**src/rtl/regfile_wb_arbiter_pkg.sv**
```systemverilog
`default_nettype none
// +----------------------------------------------------------------------+
// | Module      : regfile_wb_arbiter_pkg                                 |
// | Description : Shared widths, register-zero constant and the write    |
// |               entry layout used by the register-file write front end.|
// | Revision    : 1.0 - initial release                                  |
// +----------------------------------------------------------------------+
package regfile_wb_arbiter_pkg;

    localparam int REG_AW = 5;
    localparam int REG_DW = 32;
    localparam logic [REG_AW-1:0] REG_ZERO = '0;

    // One buffered register-file write: destination above data.
    typedef struct packed {
        logic [REG_AW-1:0] wa;
        logic [REG_DW-1:0] wd;
    } wb_entry_t;

    localparam int WB_EW = REG_AW + REG_DW;

    // $0 is hardwired; writes to it are swallowed.
    function automatic logic is_zero_reg(input logic [REG_AW-1:0] addr);
        return addr == REG_ZERO;
    endfunction

endpackage
`default_nettype wire

```
**src/rtl/regfile_wb_arbiter_wb_fifo.sv**
```systemverilog
`default_nettype none
// +----------------------------------------------------------------------+
// | Module      : wb_fifo                                                |
// | Description : Generic DEPTH-entry synchronous FIFO with extra-bit    |
// |               wrap pointers and a registered-array head view.        |
// | Revision    : 1.0 - initial release                                  |
// +----------------------------------------------------------------------+
module wb_fifo #(
    parameter int DEPTH = 4,
    parameter int WIDTH = 37
) (
    input  logic             clk,
    input  logic             rst_n,
    input  logic             push,
    input  logic [WIDTH-1:0] push_data,
    input  logic             pop,
    output logic [WIDTH-1:0] head_data,
    output logic             full,
    output logic             empty
);

    localparam int IW = $clog2(DEPTH);
    localparam logic [IW:0] PTR_ONE = 1;

    logic [IW:0]      wr_ptr;
    logic [IW:0]      rd_ptr;
    logic [WIDTH-1:0] mem [DEPTH];
    logic             do_push;
    logic             do_pop;

    // Full when the index bits match but the wrap bits differ.
    always_comb begin
        empty     = (wr_ptr == rd_ptr);
        full      = (wr_ptr[IW] != rd_ptr[IW]) && (wr_ptr[IW-1:0] == rd_ptr[IW-1:0]);
        do_push   = push && !full;
        do_pop    = pop && !empty;
        head_data = mem[rd_ptr[IW-1:0]];
    end

    // Pointer advance; reset discards all contents at once.
    always_ff @(posedge clk or negedge rst_n) begin
        if (!rst_n) begin
            wr_ptr <= '0;
            rd_ptr <= '0;
        end else begin
            if (do_push) wr_ptr <= wr_ptr + PTR_ONE;
            if (do_pop)  rd_ptr <= rd_ptr + PTR_ONE;
        end
    end

    // Storage array; contents are only meaningful between the pointers.
    always_ff @(posedge clk) begin
        if (do_push) mem[wr_ptr[IW-1:0]] <= push_data;
    end

endmodule
`default_nettype wire

```
**src/rtl/regfile_wb_arbiter.sv**
```systemverilog
`default_nettype none
// +----------------------------------------------------------------------+
// | Module      : regfile_wb_arbiter                                     |
// | Description : Register-file write port owner. Merges the in-order    |
// |               pipeline writeback (priority) with buffered slow-unit  |
// |               results, bounds slow-path starvation and tracks        |
// |               registers awaiting a long-latency result.              |
// | Revision    : 1.0 - initial release                                  |
// +----------------------------------------------------------------------+
module regfile_wb_arbiter
    import regfile_wb_arbiter_pkg::*;
#(
    parameter int DEPTH      = 4,
    parameter int STARVE_MAX = 8
) (
    input  logic        clk,
    input  logic        rst_n,
    input  logic        p_we,
    input  logic [4:0]  p_wa,
    input  logic [31:0] p_wd,
    output logic        p_stall,
    input  logic        s_valid,
    output logic        s_ready,
    input  logic [4:0]  s_wa,
    input  logic [31:0] s_wd,
    input  logic        iss_valid,
    input  logic [4:0]  iss_wa,
    output logic [31:0] busy,
    output logic        we,
    output logic [4:0]  wa,
    output logic [31:0] wd,
    output logic        waw_err
);

    localparam int SW = $clog2(STARVE_MAX + 1);
    localparam logic [SW-1:0] STARVE_LIM = SW'(STARVE_MAX);
    localparam logic [SW-1:0] STARVE_ONE = 1;

    wb_entry_t          s_entry;
    wb_entry_t          head;
    logic [WB_EW-1:0]   head_bits;
    logic               fifo_full;
    logic               fifo_empty;
    logic               force_fifo;
    logic               pipe_win;
    logic               fifo_win;
    logic [SW-1:0]      starve_cnt;
    logic [SW-1:0]      starve_nxt;
    logic               we_nxt;
    logic [REG_AW-1:0]  wa_nxt;
    logic [REG_DW-1:0]  wd_nxt;
    logic [31:0]        busy_nxt;
    logic               waw_hit;

    assign s_entry = '{wa: s_wa, wd: s_wd};
    assign head    = head_bits;
    assign s_ready = !fifo_full;

    wb_fifo #(
        .DEPTH (DEPTH),
        .WIDTH (WB_EW)
    ) u_wb_fifo (
        .clk       (clk),
        .rst_n     (rst_n),
        .push      (s_valid),
        .push_data (s_entry),
        .pop       (fifo_win),
        .head_data (head_bits),
        .full      (fifo_full),
        .empty     (fifo_empty)
    );

    // Arbitration: pipeline first unless the slow path has waited too long.
    always_comb begin
        force_fifo = !fifo_empty && (starve_cnt == STARVE_LIM);
        p_stall    = force_fifo && p_we;
        pipe_win   = p_we && !force_fifo;
        fifo_win   = !pipe_win && !fifo_empty;
    end

    // Next write-port, scoreboard and starvation state.
    always_comb begin
        we_nxt     = 1'b0;
        wa_nxt     = wa;
        wd_nxt     = wd;
        busy_nxt   = busy;
        starve_nxt = '0;
        waw_hit    = p_we && !is_zero_reg(p_wa) && busy[p_wa];

        // A $0 winner still takes its slot but never raises the enable.
        if (pipe_win) begin
            we_nxt = !is_zero_reg(p_wa);
            wa_nxt = p_wa;
            wd_nxt = p_wd;
        end else if (fifo_win) begin
            we_nxt = !is_zero_reg(head.wa);
            wa_nxt = head.wa;
            wd_nxt = head.wd;
        end

        // Clear before set so a same-cycle issue to the same register wins.
        if (fifo_win)
            busy_nxt[head.wa] = 1'b0;
        if (iss_valid && !is_zero_reg(iss_wa))
            busy_nxt[iss_wa] = 1'b1;
        busy_nxt[0] = 1'b0;

        // Count pipeline wins only while something is waiting in the FIFO.
        if (pipe_win && !fifo_empty)
            starve_nxt = (starve_cnt == STARVE_LIM) ? starve_cnt : starve_cnt + STARVE_ONE;
    end

    // State registers; asynchronous reset drops the write enable at once.
    always_ff @(posedge clk or negedge rst_n) begin
        if (!rst_n) begin
            we         <= 1'b0;
            wa         <= '0;
            wd         <= '0;
            busy       <= '0;
            waw_err    <= 1'b0;
            starve_cnt <= '0;
        end else begin
            we         <= we_nxt;
            wa         <= wa_nxt;
            wd         <= wd_nxt;
            busy       <= busy_nxt;
            starve_cnt <= starve_nxt;
            if (waw_hit) waw_err <= 1'b1;
        end
    end

endmodule
`default_nettype wire

```
**config.mk**
```make
export PLATFORM = sky130hd
export DESIGN_NAME = regfile_wb_arbiter
export DESIGN_NICKNAME = d
export VERILOG_FILES = /design/src/rtl/regfile_wb_arbiter_pkg.sv /design/src/rtl/regfile_wb_arbiter_wb_fifo.sv /design/src/rtl/regfile_wb_arbiter.sv
export SDC_FILE = /design/constraint.sdc
export NUM_CORES = 1
export LEC_CHECK = 0
export ABC_AREA = 1
export ABC_CLOCK_PERIOD_IN_PS = 3550
export BUFFER_PORTS_ARGS = -buffer_cell sky130_fd_sc_hd__buf_2
export CAP_MARGIN = 25
export CELL_PAD_IN_SITES_DETAIL_PLACEMENT = 1
export CELL_PAD_IN_SITES_GLOBAL_PLACEMENT = 1
export CORE_MARGIN = 3
export CORE_UTILIZATION = 44
export DETAILED_ROUTE_END_ITERATION = 16
export GPL_TIMING_DRIVEN = 0
export PLACE_DENSITY = 0.88
export REMOVE_ABC_BUFFERS = 1
export SYNTH_ARGS = -nofsm -noshare
export SYNTH_HDL_FRONTEND = slang
export SYNTH_SLANG_ARGS = --single-unit
```
**constraint.sdc**
```tcl
create_clock -name clk -period 3.55 [get_ports clk]
set_input_delay 0.1775 -clock clk [delete_from_list [all_inputs] [get_ports clk]]
set_output_delay 0.1775 -clock clk [all_outputs]
set_load 0.05 [all_outputs]
```
Yosys cells after proc, flatten, opt, wreduce, memory -nomap -nowiden:

Memories as Yosys holds them, arrays and structs flattened.
Index checks and enable logic that the tools add are counted.

* memory bits (writable): 148
* bits in latches: 0
* input bits: 84
* memories kept: 1
* flip-flop bits (word level): 80
* output and inout port bits: 73
* word-level logic and storage cells: 67
* bits in read-only memories: 0

Memory list
* u_wb_fifo.mem: words 4, bits a word 37, read ports 1, clocked after Yosys merged registers in 0, wr ports 1, RTL line regfile_wb_arbiter_wb_fifo.sv:27 `logic [WIDTH-1:0] mem [DEPTH];`

* bitwise gates (word level): 3
* shift operators: 0
* $mul: 0
* $lt $le $gt $ge: 5
* divide/modulo/power cells: 0
* multiplexer cells: 18
* $add $sub $neg: 3
* reduce and logical (&&, ||, !) cells: 24
* equality and inequality tests: 5

Operators by type and width (count)
* $mux W32: 4
* $and A32 B32 Y32: 1
* $not A32 Y32: 1
* $or A32 B32 Y32: 1
* $lt A5 B6 Y1 const B: 3
* $logic_not A5 Y1: 3
* $logic_and A1 B1 Y1: 13
* $demux W1 S5: 2
* $ge A5 B1 Y1 const B: 2
* $mux W5: 2
* $mux W4: 2
* $logic_not A1 Y1: 7
* $mux W1: 7
* $add A3 B1 Y3 const B: 2
* $bmux W1 S5: 1
* $add A4 B1 Y4 const B: 1
* $eq A4 B4 Y1 const B: 1
* $eq A3 B3 Y1: 1
* $eq A2 B2 Y1: 1
* $ne A2 B2 Y1 const B: 1
* $reduce_bool A2 Y1: 1
* $ne A1 B1 Y1: 1

Longest topological paths before layout:

Gate-level depths: netlist of the first run.

* depth in word-level cells: 10
* mapped depth: 11

Hierarchy:

From an unflattened synthesis of the first run, not the netlist that was laid out.

* cell total of the unflattened synthesis: 911
* area total of the unflattened synthesis: 9776.9 um2

By module, submodules not included
* wb_fifo: area an instance 5905.7 um2, instances 1, cells each 419
* regfile_wb_arbiter: area an instance 3871.2 um2, instances 1, cells each 492

Worst setup path after synthesis of the first run:

No wires, ideal clock.

* path type: register to register
* from: register u_wb_fifo.wr_ptr[2]
* to: memory u_wb_fifo.mem[3][0], enable pin
* stages on the path, launching flop included: 5
* path slack: 0.122 ns
* arrival time: 2.993 ns
* period minus slack after synthesis: 3.428 ns
* library setup time: 0.434 ns
* cells stage by stage: dfrtp_1 -> xnor2_1 -> nand3b_1 -> nand2_1 -> nor2_1

* word-level cells in the longest chain between the ends: 6

RTL lines
* from (decl): RTL line regfile_wb_arbiter_wb_fifo.sv:25 `logic [IW:0] wr_ptr;`
* from (signal assigned): RTL line regfile_wb_arbiter_wb_fifo.sv:46 `if (do_push) wr_ptr <= wr_ptr + PTR_ONE;`
* $ne A1 B1 Y1: RTL line regfile_wb_arbiter_wb_fifo.sv:34 `full = (wr_ptr[IW] != rd_ptr[IW]) && (wr_ptr[IW-1:0] == rd_ptr[IW-1:0]);`
* $logic_and A1 B1 Y1: RTL line regfile_wb_arbiter_wb_fifo.sv:34
* $logic_not A1 Y1
* named net s_ready: RTL line regfile_wb_arbiter.sv:23 `output logic s_ready,`
* $logic_and A1 B1 Y1: RTL line regfile_wb_arbiter_wb_fifo.sv:35 `do_push = push && !full;`
* $mux W1: RTL line regfile_wb_arbiter_wb_fifo.sv:53 `if (do_push) mem[wr_ptr[IW-1:0]] <= push_data;`
* $mux W1 (not written as such): RTL line regfile_wb_arbiter_wb_fifo.sv:53
* to (decl): RTL line regfile_wb_arbiter_wb_fifo.sv:27

The timed path passes the listed nets, and every way through them passes these cells.

Final worst setup path of the first run:

* from: register u_wb_fifo.rd_ptr[0]
* to: register wd[28]

* word-level cells in the longest chain between the ends: 8
* elaborated cells on any way between the ends: 11

RTL lines
* from (decl): RTL line regfile_wb_arbiter_wb_fifo.sv:26 `logic [IW:0] rd_ptr;`
* from (signal assigned): RTL line regfile_wb_arbiter_wb_fifo.sv:47 `if (do_pop) rd_ptr <= rd_ptr + PTR_ONE;`
* $eq A3 B3 Y1: RTL line regfile_wb_arbiter_wb_fifo.sv:33 `empty = (wr_ptr == rd_ptr);`
* $logic_not A1 Y1: RTL line regfile_wb_arbiter.sv:75, regfile_wb_arbiter.sv:78
* $logic_and A1 B1 Y1: RTL line regfile_wb_arbiter.sv:75 `force_fifo = !fifo_empty && (starve_cnt == STARVE_LIM);`
* $logic_not A1 Y1: RTL line regfile_wb_arbiter.sv:77 `pipe_win = p_we && !force_fifo;`
* $logic_and A1 B1 Y1: RTL line regfile_wb_arbiter.sv:77
* $logic_not A1 Y1: RTL line regfile_wb_arbiter.sv:78 `fifo_win = !pipe_win && !fifo_empty;`
* $logic_and A1 B1 Y1: RTL line regfile_wb_arbiter.sv:78
* $reduce_bool A2 Y1 (no line)
* to (signal assigned): RTL line regfile_wb_arbiter.sv:125 `wd <= wd_nxt;`
* to (decl): RTL line regfile_wb_arbiter.sv:31 `output logic [31:0] wd,`

Several ways; a longest one is shown, not always the timed one. The select of a mux whose other input is x is not followed.
A chain may end at the register's enable or synchronous reset.

==> impl_metrics.toml, run 1 <==
[status]
run_status = "complete, no violations"

[power]
power_per_cell_area_nw_per_um2 = 967
max-vdd-ir-drop_mv = 0.578
power_after_layout_mw = 12.2
leakage_nw = 5.47

[cts]
cts_max_level = 1
cts.clk_slew.worst_paths_ps = 70
ctsLongestPathBuffers = 3
cts_tree = "done"
cts_setup_buffers = 0
cts_made_buffers = 25
clk-insertion-delay-late_ps = 520
cts-root-buf = "sky130_fd_sc_hd__clkbuf_16"
clock_sinks = 228

[finish]
share_of_layout_cells_above_drive_strength_1_pct = 18.9
final_design_area_no_fill_um2 = 12600
multiInputGateArea_um2 = 3170
area.sequential_um2 = 6450
layout.filler_cells = 2439
areaGrowthSynthToFinish_pct = 25.1
final_cell_count_no_fill = 1508
nets = 1297

[sta]
fin_setup_tns_ps = 0
max_slew_violation_total_from_the_final_report = 0
final-setup-viol-count = 0
skew_ps = 16.5
final_critical_path_setup_slack_ps = 216
setup_repair_after_global_routing_missed_its_margin = "false"
worst-slew-pin-transition_ps = 1050
final.min_clock_period_ps = 3330
timing.final.hold_violations = 0
period_share_pct = 93.9
timing.fmax_ghz = 0.300
timing.slew.headroom_pct = 30.1

[synth]
asyncSetResetFlopFracSynth_pct = 35.1
synth.mux.area_fraction_pct = 0
yosys.cell_count.top_type = "sky130_fd_sc_hd__nand2_1"
postSynthRegisterBits = 228
yosys.area.top_type = "sky130_fd_sc_hd__edfxtp_1"
part_of_the_yosys_area_used_for_sequential_elements_pct = 64.0
synth_ff_type = "sky130_fd_sc_hd__edfxtp_1"
synth.top_cells.by_count = "358 x sky130_fd_sc_hd__nand2_1, 148 x sky130_fd_sc_hd__edfxtp_1, 94 x sky130_fd_sc_hd__nand3_1, 80 x sky130_fd_sc_hd__dfrtp_1, 67 x sky130_fd_sc_hd__a21oi_1"
post_synth_and_or_nand_nor_area_fraction_pct = 23.0
fraction_of_the_mapped_netlist_area_in_compound_gates_pct = 6.24
synth.area.top_cells = "sky130_fd_sc_hd__edfxtp_1 44%, sky130_fd_sc_hd__dfrtp_1 20%, sky130_fd_sc_hd__nand2_1 13%, sky130_fd_sc_hd__nand3_1 4.7%, sky130_fd_sc_hd__a21oi_1 3.3%"
syn_area_per_cell_um2 = 10.0
number_of_warnings_issued_by_yosys = 0
synth_top_area_share_pct = 44.1
cell_area_after_synthesis_um2 = 10100
yosys.area_share.adder_pct = 0.870
dominant_combinational_cell_family_by_area_after_synthesis = "simple AND/OR/NAND/NOR gates"
number_of_unique_standard_cell_types_used_by_synthesis = 32
synthXorXnorAreaFrac_pct = 0.783
post_synthesis_cell_count = 1003
synth-edff-count = 148

[global_route]
total_grt_overflow = 0
use_met3_pct = 4.37
globalRouteTotalUtil_pct = 26.5
initial_antenna_violation_count = 3
globalRouteMet2Util_pct = 47.3
met1_usage_pct = 32.3
grt_start_max_net_pins = 52
grt_pass1_wl_um = 50700
grt.busiest_layer = "met2"
grt_pass1_vias = 9156

[route]
drt_first_pass_iters = 5
detail_route.wirelength_um = 33100
antenna_left = 0
drcViolationCount = 0
detail_route.vias_per_cell = 5.59
dr_total_vias = 8430
initial_drc_count = 644
route.detailed.wl_per_inst_um = 22.0

[floorplanning]
die_y_um = 157
dieWidth_um = 157
dieArea_um2 = 24700
rows = 54
core_area_um2 = 22200
number_of_i_o_pins = 157
floorplan.initialDensity_pct = 45.4

[place]
pre_cts_ws_ps = 347
dpl_cell_area_um2 = 11100
placedCellCount = 1398
dp.final_hpwl_um = 19100
numPortBuffers = 155
routabilityCongestion = 0.844

[setup_path]
critPathArrivalTime_ps = 3730
crit_required_ps = 3940
worst_setup_end_kind = "register"
worstReg2RegStart = "u_wb_fifo.rd_ptr[0]$_DFFE_PN0P_"
setup.worst_path.start_class = "register"
path_max_fanout = 51
path_class = "reg2reg"
cp-startpoint = "u_wb_fifo.rd_ptr[0]$_DFFE_PN0P_"

[hold_path]
min_path_type = "in2reg"
hold_path.startpoint = "p_wd[4]"

[job]
timing.max_cap.violations = 0
[layout make-up]
type	count	share of cell area (%)
diodes	3	0.0596
clock buffers	33	5.44
clock inverters	13	1.21
inverters	55	1.64
multi-input cells	672	25.1
flip-flops and latches	228	51.2
well taps	280	2.78
repair buffers	224	12.5
[routing by layer]
layer | share of wire (%) | routed length (um) | up-vias
met4 | 3.1 | 1040 | 0
met1 | 39 | 12900 | 4250
met2 | 52 | 17300 | 333
li1 | - | - | 3770
met3 | 5.6 | 1840 | 77
met5 | 0 | 0 | -
[worst max-delay path, cell delays in order (launching register included)]
cell and delay (ps):
sky130_fd_sc_hd__dfrtp_2 730, sky130_fd_sc_hd__buf_12 330, sky130_fd_sc_hd__xnor2_1 220, sky130_fd_sc_hd__nand3_2 360, sky130_fd_sc_hd__nor2_4 510, sky130_fd_sc_hd__buf_16 230
sky130_fd_sc_hd__inv_1 280, sky130_fd_sc_hd__buf_16 280, sky130_fd_sc_hd__nand3_1 140, sky130_fd_sc_hd__nand2_1 90
[flip-flops by register name (all words and copies together) (netlist names), 3 cells and up]
register / count
u_wb_fifo.wr_ptr: 3
starve_cnt: 4
wa: 5
wd: 32
busy: 31
u_wb_fifo.rd_ptr: 3
u_wb_fifo.mem: 148
[where the power goes]
group | internal [mW] | switching, mW
clock network | 1.59 | 1.10
registers | 3.71 | 0.580
logic | 1.27 | 3.94
[path summary, 6_finish.rpt]
check,to,slack [ps],depth (start not counted)
max in group asynchronous,u_wb_fifo.rd_ptr[1]$_DFFE_PN0P_,2720,3
worst min-delay path,wd[4]$_DFFE_PN0P_,4,4
worst max-delay path,wd[28]$_DFFE_PN0P_,220,9
worst max register to register,wd[28]$_DFFE_PN0P_,220,9
min in group asynchronous,busy[18]$_DFF_PN0_,180,2
worst min register to register,waw_err$_DFFE_PN0P_,470,2
[cells by family (layout without fill, tap and decap cells)]
| logic type | count (synthesis) | in the layout |
|---|---|---|
| xor+xnor | 9 | 9 |
| other cells | 1 | 4 |
| simple gates | 534 | 535 |
| fa+ha+maj | 7 | 7 |
| compound gates | 120 | 120 |
| buf+inv | 104 | 325 |
| flops | 228 | 228 |
[through the flow]
stage | util [%] | hold slack (ps)
floorplan | - | -118
global placement | 49.2 | 390
detailed placement | 50.3 | 179
CTS | 56.8 | 4.61
global route | 56.9 | 15.7
finish | 56.9 | 3.66
[repair_timing]
action,in CTS,in global routing
gates resized for setup,0,1
setup endpoints to repair,0,1
hold endpoints to repair,205,0
hold buffers,60,0
[cells in the final DEF (no fill, tap or decap), drive strengths merged]
cell type,n
or2,2
xor2,4
o21ai,47
nand3,95
conb,1
and3b,1
clkinv,6
edfxtp,148
inv,58
dlygate4sd3,60
ha,7
nand4,2
clkinvlp,1
nor2,35
buf,164
dfrtp,80
clkbuf,33
nand3b,33
diode,3
xnor2,5
a21oi,68
nor3,3
bufinv,3
nand2,364
o211ai,5
(Power assumes the default switching activity.)
==> inputs of run 2 (changes only) <==
--- a/config.mk
+++ b/config.mk
@@ -5,14 +5,13 @@
 export SDC_FILE = /design/constraint.sdc
 export NUM_CORES = 1
 export LEC_CHECK = 0
-export ABC_AREA = 1
 export ABC_CLOCK_PERIOD_IN_PS = 3550
 export BUFFER_PORTS_ARGS = -buffer_cell sky130_fd_sc_hd__buf_2
 export CAP_MARGIN = 25
 export CELL_PAD_IN_SITES_DETAIL_PLACEMENT = 1
 export CELL_PAD_IN_SITES_GLOBAL_PLACEMENT = 1
 export CORE_MARGIN = 3
-export CORE_UTILIZATION = 44
+export CORE_UTILIZATION = 47
 export DETAILED_ROUTE_END_ITERATION = 16
 export GPL_TIMING_DRIVEN = 0
 export PLACE_DENSITY = 0.88
==> impl_metrics.toml, run 2 <==
[finish]
share_of_layout_cells_above_drive_strength_1_pct = 30.2
final_design_area_no_fill_um2 = 12200
nets = 942
areaGrowthSynthToFinish_pct = 27.7
layout.filler_cells = 1875
max_ffs_per_register = 148
mostFrequentLayoutCell = "sky130_fd_sc_hd__buf_2"
final_cell_mix = "154 x sky130_fd_sc_hd__buf_2, 148 x sky130_fd_sc_hd__edfxtp_1, 78 x sky130_fd_sc_hd__dfrtp_1, 74 x sky130_fd_sc_hd__nand2_1, 69 x sky130_fd_sc_hd__dlygate4sd3_1"

[sta]
fin_setup_tns_ps = 0
setup_repair_after_global_routing_missed_its_margin = "false"
timing.slew.headroom_pct = 25.6
skew_ps = 13.4
worst-slew-pin-transition_ps = 1120
period_share_pct = 84.9
final-setup-viol-count = 0
timing.fmax_ghz = 0.332
worst_hold_slack_ps = 8.41
timing.final.hold_violations = 0
final.min_clock_period_ps = 3010
max_slew_violation_total_from_the_final_report = 0

[synth]
synth.area.top_cells = "sky130_fd_sc_hd__edfxtp_1 47%, sky130_fd_sc_hd__dfrtp_1 21%, sky130_fd_sc_hd__mux4_2 9.7%, sky130_fd_sc_hd__nand2_1 2.9%, sky130_fd_sc_hd__o211ai_1 2.5%"
part_of_the_yosys_area_used_for_sequential_elements_pct = 67.5
synth_top_area_share_pct = 46.5
post_synthesis_cell_count = 628
syn_area_per_cell_um2 = 15.2
synth-edff-count = 148
number_of_unique_standard_cell_types_used_by_synthesis = 57
postSynthRegisterBits = 228
synth.top_cells.by_count = "148 x sky130_fd_sc_hd__edfxtp_1, 80 x sky130_fd_sc_hd__dfrtp_1, 74 x sky130_fd_sc_hd__nand2_1, 42 x sky130_fd_sc_hd__nand3_1, 41 x sky130_fd_sc_hd__mux4_2"
asyncSetResetFlopFracSynth_pct = 35.1
number_of_warnings_issued_by_yosys = 0
yosys.area.top_type = "sky130_fd_sc_hd__edfxtp_1"
synth_ff_type = "sky130_fd_sc_hd__edfxtp_1"
yosys.cell_count.top_type = "sky130_fd_sc_hd__edfxtp_1"
cell_area_after_synthesis_um2 = 9560

[floorplanning]
number_of_i_o_pins = 157
dieWidth_um = 149
floorplan.initialDensity_pct = 48.5
rows = 51
dieArea_um2 = 22100
core_area_um2 = 19700
die_y_um = 149

[place]
numPortBuffers = 155
dpl_cell_area_um2 = 10800
routabilityCongestion = 0.836
dp.final_hpwl_um = 17800

[global_route]
initial_antenna_violation_count = 0
globalRouteMet2Util_pct = 48.4
use_met3_pct = 4.84
met1_usage_pct = 33.9
total_grt_overflow = 0
grt_pass1_vias = 7576
grt_start_max_net_pins = 53
grt.busiest_layer = "met2"
globalRouteTotalUtil_pct = 27.0
grt_pass1_wl_um = 45600

[setup_path]
path_depth = 6
critPathArrivalTime_ps = 3360
reg2reg_depth = 6
timing.critical_path.mode_cell = "sky130_fd_sc_hd__buf_16"
critical_path_buf_inv_count = 2
cp-startpoint = "u_wb_fifo.rd_ptr[0]$_DFFE_PN0P_"
crit_required_ps = 3900
worstReg2RegStart = "u_wb_fifo.rd_ptr[0]$_DFFE_PN0P_"
crit_path_max_incr_delay_ps = 750
family_of_cells_with_the_greatest_summed_delay_on_the_critical_path = "compound AO/OA/AOI/OAI gates"
setup.worst_path.start_class = "register"
ff2ff_setup_slack_ps = 540
worst_setup_end_kind = "register"
path_class = "reg2reg"
worstPathCellList = "xor2_1 > o31ai_4 > buf_16 > and2_1 > buf_16 > o211ai_1"
path_max_fanout = 27
crit_path_top_delay_cell = "sky130_fd_sc_hd__dfrtp_4"
r2r_end = "wd[9]$_DFFE_PN0P_"

[hold_path]
hold_path.startpoint = "p_wd[6]"
min_path_type = "in2reg"
timing.hold.worst_path_depth = 3
whs_endpoint = "wd[6]$_DFFE_PN0P_"

[cts]
cts.clk_slew.worst_paths_ps = 70
cts_max_level = 1
clk-insertion-delay-late_ps = 510
clock_sinks = 228
cts_tree = "done"
ctsLongestPathBuffers = 3
cts-root-buf = "sky130_fd_sc_hd__clkbuf_16"
cts_made_buffers = 23

[route]
drcViolationCount = 0
drt_first_pass_iters = 5
dr_total_vias = 6846
detail_route.vias_per_cell = 6.04
initial_drc_count = 587
route.detailed.wl_per_inst_um = 26.9
antenna_left = 0
detail_route.wirelength_um = 30400

[job]
timing.max_cap.violations = 0

[power]
max-vdd-ir-drop_mv = 0.488
leakage_nw = 4.66
power_per_cell_area_nw_per_um2 = 945

[status]
run_status = "complete, no violations"
-- run 2: cell count changes after synthesis, sizes merged, moves of 10 or more --
cell,change
nor2,-31
clkbuf,+20
inv,-46
buf,-26
a21oi,-68
o41ai,+22
mux4,+41
mux2i,+10
nand3,-53
nand2,-290
o31ai,+16
o211ai,+27
o21ai,-23
nand3b,-29
-- run 2: how the worst max path moves through the flow --
stage | endpoint
floorplan | wd[0]$_DFFE_PN0P_
global placement | wd[10]$_DFFE_PN0P_
detailed placement | wd[22]$_DFFE_PN0P_
CTS | wd[22]$_DFFE_PN0P_
global route | wd[9]$_DFFE_PN0P_
finish | wd[9]$_DFFE_PN0P_
-- run 2: area by class of cell --
type | count | area (um^2) | area share, %
multi-input cells | 346 | 2910 | 23.8
clock buffers | 28 | 594 | 4.87
flip-flops and latches | 228 | 6450 | 52.9
diodes | 1 | 2.50 | 0.0205
inverters | 11 | 41.3 | 0.338
clock inverters | 13 | 87.6 | 0.718
repair buffers | 241 | 1790 | 14.6
well taps | 265 | 332 | 2.72
-- run 2: logic make-up (layout without fill, tap and decap cells) --
kind of cell               Yosys count  count (layout)  synth area share (%)
DFF                                228             228                  67.5
and+or+nand+nor                    161             161                  8.34
AOI/OAI and AO/OA                  112             112                  8.71
buffers and inverters               54             293                  2.49
muxes                               53              53                  10.9
xor gates and xnor gates            12              12                  1.10
adders and majority gates            7               7                 0.917
other                                1               2                0.0392
-- run 2: tightest hold or removal path, stage by stage --
cell and delay (ps):
sky130_fd_sc_hd__buf_2 90, sky130_fd_sc_hd__nand3_1 80, sky130_fd_sc_hd__o211ai_1 110
-- run 2: power breakdown --
part / internal, mW / switching [mW] / total (mW)
sequential: 3.69 / 0.599 / 4.29
combinational: 1.56 / 3.40 / 4.96
clock: 1.26 / 1.03 / 2.29
total: 6.51 / 5.02 / 11.5
-- run 2: repair_timing --
action	CTS	global route
setup buffers	0	1
resized for setup	0	0
hold endpoints to repair	205	2
endpoints found under the setup margin	0	2
hold buffers	67	2
-- run 2: per-stage QoR --
stage,utilization (%),std cells,power (mW),setup WS (ps)
final,61.9,1133,11.5,537
after global routing,61.9,1132,12.0,337
after CTS,61.7,1129,11.4,199
after detailed placement,54.8,1021,9.05,220
after global placement,53.1,1005,8.59,-3980
after floorplan,-,585,7.40,-1430
-- run 2: routing by layer --
metal  part of all wire (%)  vias to the layer above
met4                    2.6                        0
met2                     53                      346
met1                     37                     3519
met5                      0                        -
met3                    6.9                       60
li1                       -                     2921
==> inputs of run 3 (changes only) <==
--- a/config.mk
+++ b/config.mk
@@ -5,13 +5,14 @@
 export SDC_FILE = /design/constraint.sdc
 export NUM_CORES = 1
 export LEC_CHECK = 0
-export ABC_CLOCK_PERIOD_IN_PS = 3550
+export ABC_AREA = 1
+export ABC_CLOCK_PERIOD_IN_PS = 3000
 export BUFFER_PORTS_ARGS = -buffer_cell sky130_fd_sc_hd__buf_2
 export CAP_MARGIN = 25
 export CELL_PAD_IN_SITES_DETAIL_PLACEMENT = 1
 export CELL_PAD_IN_SITES_GLOBAL_PLACEMENT = 1
 export CORE_MARGIN = 3
-export CORE_UTILIZATION = 47
+export CORE_UTILIZATION = 44
 export DETAILED_ROUTE_END_ITERATION = 16
 export GPL_TIMING_DRIVEN = 0
 export PLACE_DENSITY = 0.88
==> constraint.sdc (replaced) <==
create_clock -name clk -period 3 [get_ports clk]
set_input_delay 0.15 -clock clk [delete_from_list [all_inputs] [get_ports clk]]
set_output_delay 0.15 -clock clk [all_outputs]
set_load 0.05 [all_outputs]
==> impl_metrics.toml, run 3 (synthesis results as in run 1) <==
[setup_path]
path_class = "reg2reg"
crit_path_top_delay_cell = "sky130_fd_sc_hd__dfrtp_4"
crit_required_ps = 3400
setup.worst_path.start_class = "register"
timing.critical_path.mode_cell = "sky130_fd_sc_hd__buf_16"
worst_setup_end_kind = "register"
crit_path_max_incr_delay_ps = 700
reg2reg_depth = 8
critPathArrivalTime_ps = 3210
path_depth = 8
critical_path_buf_inv_count = 3
family_of_cells_with_the_greatest_summed_delay_on_the_critical_path = "buffers and inverters"
worstPathCellList = "xnor2_1 > nand3_4 > nor2_4 > buf_16 > inv_1 > buf_16 > nand3_1 > nand2_1"
path_max_fanout = 40

[floorplanning]
rows = 54
die_y_um = 157
floorplan.initialDensity_pct = 45.4
dieWidth_um = 157
number_of_i_o_pins = 157
core_area_um2 = 22200
dieArea_um2 = 24700

[global_route]
grt_pass1_wl_um = 54800
total_grt_overflow = 0
globalRouteTotalUtil_pct = 28.9
grt_pass1_vias = 9594
grt_start_max_net_pins = 52
initial_antenna_violation_count = 2

[route]
dr_total_vias = 8730
antenna_left = 0
initial_drc_count = 659
drcViolationCount = 0
detail_route.wirelength_um = 35900
route.detailed.wl_per_inst_um = 23.4
detail_route.vias_per_cell = 5.69
drt_first_pass_iters = 5

[power]
leakage_nw = 5.59
max-vdd-ir-drop_mv = 0.702
power_per_cell_area_nw_per_um2 = 1140

[sta]
skew_ps = 11.7
final_critical_path_setup_slack_ps = 193
period_share_pct = 93.6
final-setup-viol-count = 0
fin_setup_tns_ps = 0
final.min_clock_period_ps = 2810
setup_repair_after_global_routing_missed_its_margin = "false"
max_slew_violation_total_from_the_final_report = 0
timing.final.hold_violations = 0
timing.slew.headroom_pct = 28.4
worst-slew-pin-transition_ps = 1070
timing.fmax_ghz = 0.356

[cts]
clock_sinks = 228
ctsLongestPathBuffers = 3
cts.clk_slew.worst_paths_ps = 70
cts_tree = "done"
clk-insertion-delay-late_ps = 520
cts_made_buffers = 25
cts_max_level = 1
cts-root-buf = "sky130_fd_sc_hd__clkbuf_16"

[place]
dp.final_hpwl_um = 19100
numPortBuffers = 155
pre_cts_ws_ps = -203
routabilityCongestion = 0.844

[finish]
mostFrequentLayoutCell = "sky130_fd_sc_hd__nand2_1"
final_cell_mix = "358 x sky130_fd_sc_hd__nand2_1, 154 x sky130_fd_sc_hd__buf_2, 148 x sky130_fd_sc_hd__edfxtp_1, 94 x sky130_fd_sc_hd__nand3_1, 78 x sky130_fd_sc_hd__dfrtp_1"
finish.utilization_pct = 58.1
share_of_layout_cells_above_drive_strength_1_pct = 19.7
nets = 1322
max_ffs_per_register = 148
areaGrowthSynthToFinish_pct = 27.8

[job]
timing.max_cap.violations = 0

[status]
run_status = "complete, no violations"

[hold_path]
timing.hold.worst_path_depth = 4
min_path_type = "in2reg"
run 3: cell types whose count changed in the layout (fill, tap and decap cells not counted), moves of 6 or more:
| cell | before | now |
|---|---|---|
| sky130_fd_sc_hd__nor2_4 | 0 | 7 |
| sky130_fd_sc_hd__mux4_2 | 41 | 0 |
| sky130_fd_sc_hd__nor2_1 | 3 | 23 |
| sky130_fd_sc_hd__o31ai_1 | 15 | 0 |
| sky130_fd_sc_hd__o41ai_1 | 22 | 0 |
| sky130_fd_sc_hd__nand2_1 | 74 | 358 |
| sky130_fd_sc_hd__inv_1 | 9 | 51 |
| sky130_fd_sc_hd__a21oi_1 | 0 | 67 |
| sky130_fd_sc_hd__buf_4 | 5 | 11 |
| sky130_fd_sc_hd__o211ai_1 | 32 | 5 |
| sky130_fd_sc_hd__nand3_1 | 42 | 94 |
| sky130_fd_sc_hd__nand3b_1 | 4 | 33 |
| sky130_fd_sc_hd__o21ai_1 | 2 | 18 |
| sky130_fd_sc_hd__mux2i_1 | 10 | 0 |
run 3: what timing repair did:
action                                  CTS  global route
hold buffers                             74             0
endpoints found under the setup margin   80           129
gates cloned                              2             0
setup buffers                             1             9
hold endpoints to repair                217             0
resized for setup                         3             8
pin swaps                                 2             3
run 3: area by class of cell:
class | count | area, um^2
clock inverters | 13 | 153
clock buffers | 33 | 686
fillers | 2418 | 9290
inverters | 55 | 211
well taps | 280 | 350
diodes | 3 | 7.51
repair buffers | 248 | 1800
flip-flops and latches | 228 | 6450
multi-input cells | 673 | 3210
run 3: final timing paths:
check / start / to / slack, ps
max: u_wb_fifo.rd_ptr[1]$_DFFE_PN0P_ / wd[0]$_DFFE_PN0P_ / 190
min: p_wd[23] / wd[23]$_DFFE_PN0P_ / 7
max reg2reg: u_wb_fifo.rd_ptr[1]$_DFFE_PN0P_ / wd[0]$_DFFE_PN0P_ / 190
min reg2reg: waw_err$_DFFE_PN0P_ / waw_err$_DFFE_PN0P_ / 470
min in group asynchronous: rst_n / busy[13]$_DFF_PN0_ / 160
max in group asynchronous: rst_n / u_wb_fifo.rd_ptr[1]$_DFFE_PN0P_ / 2160
run 3: layer usage:
layer	share of wire, %	up-vias	global-route usage, %
li1	-	3836	-
met3	7.3	127	5.66
met4	4.3	0	12.7
met5	0	-	0
met2	52	450	51.6
met1	37	4317	34.0
run 3: tightest hold or removal path: stages:
cell and delay (ps):
sky130_fd_sc_hd__buf_2 80, sky130_fd_sc_hd__nand3b_1 90, sky130_fd_sc_hd__nand3_1 80, sky130_fd_sc_hd__nand2_1 90
run 3: metrics by stage:
step | instances | cell area (um^2) | hold slack [ps] | total power, mW
6_report | 1533 | 12900 | 6.66 | 14.7
5_1_grt | 1532 | 12900 | 46.8 | 15.4
4_1_cts | 1521 | 12800 | 1.04 | 14.4
3_5_place_dp | 1398 | 11100 | 151 | 11.0
3_3_place_gp | 1389 | 10900 | 363 | 10.5
2_1_floorplan | 954 | 9770 | -146 | 8.94
run 3: where the power goes:
group / internal [mW] / switching (mW) / leakage, nW / total, mW
Clock: 1.88 / 1.32 / 0.413 / 3.20
Sequential: 4.40 / 0.734 / 2.30 / 5.13
Combinational: 1.58 / 4.80 / 2.88 / 6.38
